$ cat src/rtl/blockram_arbiter.sv
// blockram_arbiter
//   Round-robin arbiter sharing one single-port iCE40 EBR between two
//   requesters (A, B). The winner's command is registered onto the RAM port,
//   sel_a drives the external 2:1 channel mux, and read data is routed back
//   with a per-requester rvalid pulse.
// Ports
//   clk, rst                  system clock, synchronous active-high reset
//   req_x/we_x/addr_x/wdata_x requester x command (held until gnt_x)
//   gnt_x                     one-cycle pulse: x's access is on the RAM port
//   rvalid_x                  one-cycle pulse: rdata holds x's read result
//   rdata                     shared read data (pass-through of ram_rdata)
//   ram_en/ram_we/ram_addr/ram_wdata/ram_rdata   EBR port (registered read)
//   sel_a                     1 = port owned by A this cycle, 0 = B
module blockram_arbiter #(
  parameter int ADDR_WIDTH = 8,
  parameter int DATA_WIDTH = 16
) (
  input  logic                  clk,
  input  logic                  rst,
  input  logic                  req_a,
  input  logic                  we_a,
  input  logic [ADDR_WIDTH-1:0] addr_a,
  input  logic [DATA_WIDTH-1:0] wdata_a,
  output logic                  gnt_a,
  output logic                  rvalid_a,
  input  logic                  req_b,
  input  logic                  we_b,
  input  logic [ADDR_WIDTH-1:0] addr_b,
  input  logic [DATA_WIDTH-1:0] wdata_b,
  output logic                  gnt_b,
  output logic                  rvalid_b,
  output logic [DATA_WIDTH-1:0] rdata,
  output logic                  ram_en,
  output logic                  ram_we,
  output logic [ADDR_WIDTH-1:0] ram_addr,
  output logic [DATA_WIDTH-1:0] ram_wdata,
  input  logic [DATA_WIDTH-1:0] ram_rdata,
  output logic                  sel_a
);

  logic last_a;   // 1 = A won the most recent arbitration, 0 = B
  logic elig_a;
  logic elig_b;
  logic win_a;
  logic win_b;

  // A requester granted this cycle still shows the command just served,
  // so it is masked for one edge.
  always_comb begin
    elig_a = req_a & ~gnt_a;
    elig_b = req_b & ~gnt_b;
    win_a  = elig_a & (~elig_b | ~last_a);
    win_b  = elig_b & ~win_a;
  end

  always_ff @(posedge clk) begin
    if (rst) begin
      gnt_a     <= 1'b0;
      gnt_b     <= 1'b0;
      rvalid_a  <= 1'b0;
      rvalid_b  <= 1'b0;
      ram_en    <= 1'b0;
      ram_we    <= 1'b0;
      ram_addr  <= '0;
      ram_wdata <= '0;
      sel_a     <= 1'b0;
      last_a    <= 1'b0;
    end else begin
      // The launch registers double as the 1-deep owner/read pipeline:
      // the EBR returns data one cycle after ram_en.
      rvalid_a <= gnt_a & ~ram_we;
      rvalid_b <= gnt_b & ~ram_we;
      gnt_a    <= win_a;
      gnt_b    <= win_b;
      ram_en   <= win_a | win_b;
      if (win_a) begin
        ram_we    <= we_a;
        ram_addr  <= addr_a;
        ram_wdata <= wdata_a;
        sel_a     <= 1'b1;
        last_a    <= 1'b1;
      end else if (win_b) begin
        ram_we    <= we_b;
        ram_addr  <= addr_b;
        ram_wdata <= wdata_b;
        sel_a     <= 1'b0;
        last_a    <= 1'b0;
      end else begin
        ram_we <= 1'b0;
      end
    end
  end

  assign rdata = ram_rdata;

endmodule

$ cat config.mk
export PLATFORM = sky130hd
export DESIGN_NAME = blockram_arbiter
export DESIGN_NICKNAME = d
export VERILOG_FILES = /design/src/rtl/blockram_arbiter.sv
export SDC_FILE = /design/constraint.sdc
export NUM_CORES = 1
export LEC_CHECK = 0
export ABC_AREA = 1
export CAP_MARGIN = 30
export CORE_MARGIN = 5
export CORE_UTILIZATION = 38
export DETAILED_ROUTE_END_ITERATION = 8
export PLACE_DENSITY = 0.88
export SETUP_SLACK_MARGIN = 0.1
export SKIP_LAST_GASP = 1
export SLEW_MARGIN = 15
export SYNTH_ARGS = -nofsm -noshare
export SYNTH_HDL_FRONTEND = slang
export SYNTH_SLANG_ARGS = --single-unit
export TNS_END_PERCENT = 20
$ cat constraint.sdc
create_clock -name clk -period 3.2 [get_ports clk]
set_input_delay 0.32 -clock clk [delete_from_list [all_inputs] [get_ports clk]]
set_output_delay 0.32 -clock clk [all_outputs]
set_load 0.05 [all_outputs]
---- Word-level counts from Yosys, hierarchy flattened ----
Index checks and enable logic that the tools add are counted.
storage, ports and cells
  bits in registers ....................... 31
  output and inout port bits .............. 47
  word-level logic and storage cells ...... 32
cells by class
  mux-type cells .......................... 8
  bitwise gates (word level) .............. 14
  reductions and logical operators ........ 1
operators with widths
  kind                number
  $mux W16            2
  $mux W8             2
  $and A1 B1 Y1       6
  $not A1 Y1          6
  $mux W1             4
  $or A1 B1 Y1        2
  $reduce_bool A2 Y1  1

---- Depth between registers and ports, before layout ----
  depth in word-level cells ............... 9
  gate-level depth with buffers ........... 7
  depth with buffers taken out ............ 6

---- Least setup slack after synthesis ----
OpenSTA, ideal clock, no wires.
  path kind ............................... flip-flop to flip-flop
  start ................................... register gnt_b
  end ..................................... register ram_addr[0]
  data arrival time ....................... 1439 ps
  data required time ...................... 3086 ps
  setup slack ............................. 1646 ps
  stages on the path, launching flop included .. 7
  buffers on the path ..................... 1
  clock period less this slack ............ 1554 ps
  cell sequence ........................... dfxtp_1 > inv_1 > nand3_2 > clkbuf_1 > nand3_1 > nand3_1 > nand2_1
between the ends
  cells in the longest elaborated chain, start to end .. 8
  elaborated cells between the ends (all ways) .. 9
  those cells by class .................... mux (1); bitwise (7); reduce/logical (1)
ends and longest elaborated chain
  what                                 RTL line  text
  from (decl)                          30        output logic gnt_b,
  from (signal assigned)               74        gnt_b <= win_b;
  $not A1 Y1 (*)                       51        elig_b = req_b & ~gnt_b;
  $and A1 B1 Y1 (*)                    51
  $not A1 Y1                           52        win_a = elig_a & (~elig_b | ~last_a);
  $or A1 B1 Y1                         52
  $and A1 B1 Y1                        52
  $not A1 Y1                           53        win_b = elig_b & ~win_a;
  $and A1 B1 Y1                        53
  $reduce_bool A2 Y1 (no source line)  --
  to (signal assigned)                 78        ram_addr <= addr_a;
  to (signal assigned)                 84        ram_addr <= addr_b;
  to (decl)                            35        output logic [ADDR_WIDTH-1:0] ram_addr,
Every way passes the cells marked *; elsewhere a longest branch is shown, timed or not.
A chain may end at the register's enable or synchronous reset.

---- Worst setup path in the final report ----
  start ................................... register gnt_a
  end ..................................... output gnt_a
RTL lines
  what                    RTL line  text
  from (decl)             24        output logic gnt_a,
  from (signal assigned)  73        gnt_a <= win_a;
No word-level cell between the ends.

==> results by group <==
Run status
  • Status: finished clean

Timing
  • Slew margin rel.: approximately half
  • Max-slew violations: 0
  • Final setup viols: 0
  • Hold WS: 0.462 ns
  • Fmax: 516 MHz
  • Fin crit period: 1.94 ns
  • Period utilization: 60.5%
  • Clock skew: 0.00391 ns
  • Final hold violation count: 0
  • Worst Tran Pin Value: 0.739 ns
  • RSZ-0062 raised after global routing: false
  • Setup_tns: 0 ns

Clock tree
  • Clock sinks: 31
  • CTS tree: yes
  • H-tree Lvls: 2
  • CTS max path bufs: 2
  • Clk Latency, worst-skew pair: between 0.2 and 0.3 ns
  • CTS buffer count: 5
  • CTS clk-pin slew, worst paths: 0.06 ns
  • Hold Buf Count CTS: 0
  • Post_cts resized: 0
  • Root Driver: clkbuf_8
  • Number of setup buffers added after CTS: 0

Logic synthesis
  • Post-synth cell types: 19
  • Syn nets: around 320
  • Syn Std Cell Area: between 1500 and 2000 µm²
  • Post-synthesis sequential area ratio: 36.0%
  • Flops & latches, synth: 31
  • Mean area per synthesized cell: 6.91 µm²
  • Cells after synthesis: 249
  • Ys Warns: 0

Route
  • DR WL/cell: 13.3 µm
  • Drc violations: 0
  • DRT Pass-1 Iters: 4
  • DRT iter0 DRCs: 69
  • Drt total wl: around 4800 µm
  • Via count: 1777
  • Detail-routed via count per cell: 4.91
  • DRT antenna net count: 0

Pwr
  • Pleak: 1.23 nW
  • Worst IR drop on VDD: 279 µV
  • Final Power: between 1 and 1.5 mW
  • Pwr dens: roughly 450 nW/µm²

GRT
  • Total grt overflow: 0
  • Initial antenna violation count: 0
  • First-pass GRT wire length: 8140 µm
  • Number of global-route vias before repair: about 1800
  • Gr usage total: ~16%
  • Pin count of the biggest net entering global routing: 28

Critical path
  • Setup CP Type: register to output port
  • Crit-path cells: clkdlybuf4s50_1
  • Crit-path slowest cell: clkdlybuf4s50_1
  • Reg2reg end: ram_wdata[14]
  • Worst path arrival time: 1.62 ns
  • R2R cell count: 5
  • Crit path required time: 2.88 ns
  • R2R Setup Slk: around 1.5 ns
  • CP max FO: 3
  • Critical path capture point type: output port
  • Reg2reg start: gnt_b
  • Buffers and inverters on the worst path: 1
  • Startpoint types: register
  • Crit-path leading delay family: buffers and inverters
  • CP max stage delay: 0.86 ns

Min path
  • Worst hold stages: 1
  • Worst min path class: register to register
  • Hold path startpoint: ram_we
  • Hold worst-path end: rvalid_b

Finish
  • Layout cells sized above 1: 4.52%
  • Final net count: 380
  • Ant. Diodes: 0
  • Finished Layout Cells: between 300 and 400
  • Commonest non-fill, non-tap cell in the layout: clkdlybuf4s50_1
  • Layout area overhead: 45.3%
  • Most frequent cells in the layout: 84 x clkdlybuf4s50_1, 51 x inv_1, 50 x nand2_1, 50 x nand3_1, 31 x dfxtp_1

Place
  • Detail Placement HPWL: 3470 µm
  • Number of port buffers: 84
  • Placed cell count: 355
  • RePlAce Congestion: 0.793

Floorplan
  • Initial Utilization: 39.3%
  • Die Y: about 77 µm
  • Core Region: 4380 µm²
  • IO Count: 117
  • Std-Cell Rows: 24
  • Die ar.: 5980 µm²
  • Die X: slightly below 80 µm

Job
  • Max Cap Viol: 0
[cells by family (layout without fill, tap and decap cells)]
family / after synthesis / after routing / synth area share (%)
compound gates: 3 / 3 / 1.67
buf+inv: 82 / 143 / 23.7
flops: 31 / 31 / 36.0
simple gates: 133 / 133 / 38.6
[registers in the layout (all words and copies together) (netlist names)]
| signal | cells |
|---|---|
| ram_addr | 8 |
| rvalid_b | 1 |
| ram_en | 1 |
| last_a | 1 |
| ram_we | 1 |
| gnt_b | 1 |
| gnt_a | 1 |
| rvalid_a | 1 |
| ram_wdata | 16 |
[through the flow]
stage / instance area [µm²] / setup WS (ns) / util, %
3_3_place_gp: 2410 / 1.12 / 55.1
5_1_grt: 2500 / 1.18 / 57.1
4_1_cts: 2500 / 1.25 / 57.1
6_report: 2500 / 1.26 / 57.1
3_5_place_dp: 2410 / 1.08 / 55.1
2_1_floorplan: 1720 / 1.65 / -
[cell usage after synthesis (all sizes together)]
master | number | area (µm²)
inv | 52 | 195
nand4 | 24 | 150
nor2 | 3 | 27.5
nand3 | 51 | 260
a21boi | 1 | 7.51
buf | 24 | 190
dfxtp | 31 | 621
nor3 | 2 | 10.0
a21oi | 2 | 21.3
clkbuf | 6 | 22.5
nand2 | 53 | 216
[final cells by class]
cell class	count	area [µm²]
well taps	52	65.1
repair buffers	84	841
fillers	416	1880
multi-input cells	136	693
clock buffers	6	82.6
inverters	52	195
flip-flops and latches	31	621
clock inverters	1	5.00
[per-layer routing]
| metal | track usage, % | vias to the layer above | routed length, µm |
|---|---|---|---|
| met5 | 0 | - | 0 |
| met4 | 5.33 | 0 | 40 |
| met3 | 7.14 | 8 | 529 |
| met2 | 27.8 | 72 | 2260 |
| met1 | 17.7 | 801 | 1960 |
| li1 | - | 896 | - |
[worst register-to-register path, cell delays in order (launching register included)]
cell and delay (ns):
dfxtp_1 0.31, inv_1 0.12, nand2_2 0.34, a21oi_4 0.65, nand3_1 0.16, nand2_1 0.09
[how the worst max path moves through the flow]
stage	from	end	slack, ns	cells past startpoint
floorplan	gnt_b	ram_addr[0]	1.65	6
global placement	req_b	ram_addr[0]	1.12	5
detailed placement	req_b	ram_addr[7]	1.08	5
CTS	gnt_a	gnt_a	1.25	1
global route	req_b	ram_addr[3]	1.18	5
finish	gnt_a	gnt_a	1.26	1
[where the power goes]
group	switching, mW	total [mW]	leakage (nW)	internal, mW
Combinational	0.232	0.380	0.929	0.148
Clock	0.141	0.310	0.0470	0.168
Sequential	0.0198	0.442	0.257	0.422
Total	0.393	1.13	1.23	0.738
Power figures use the tool's default switching activity.
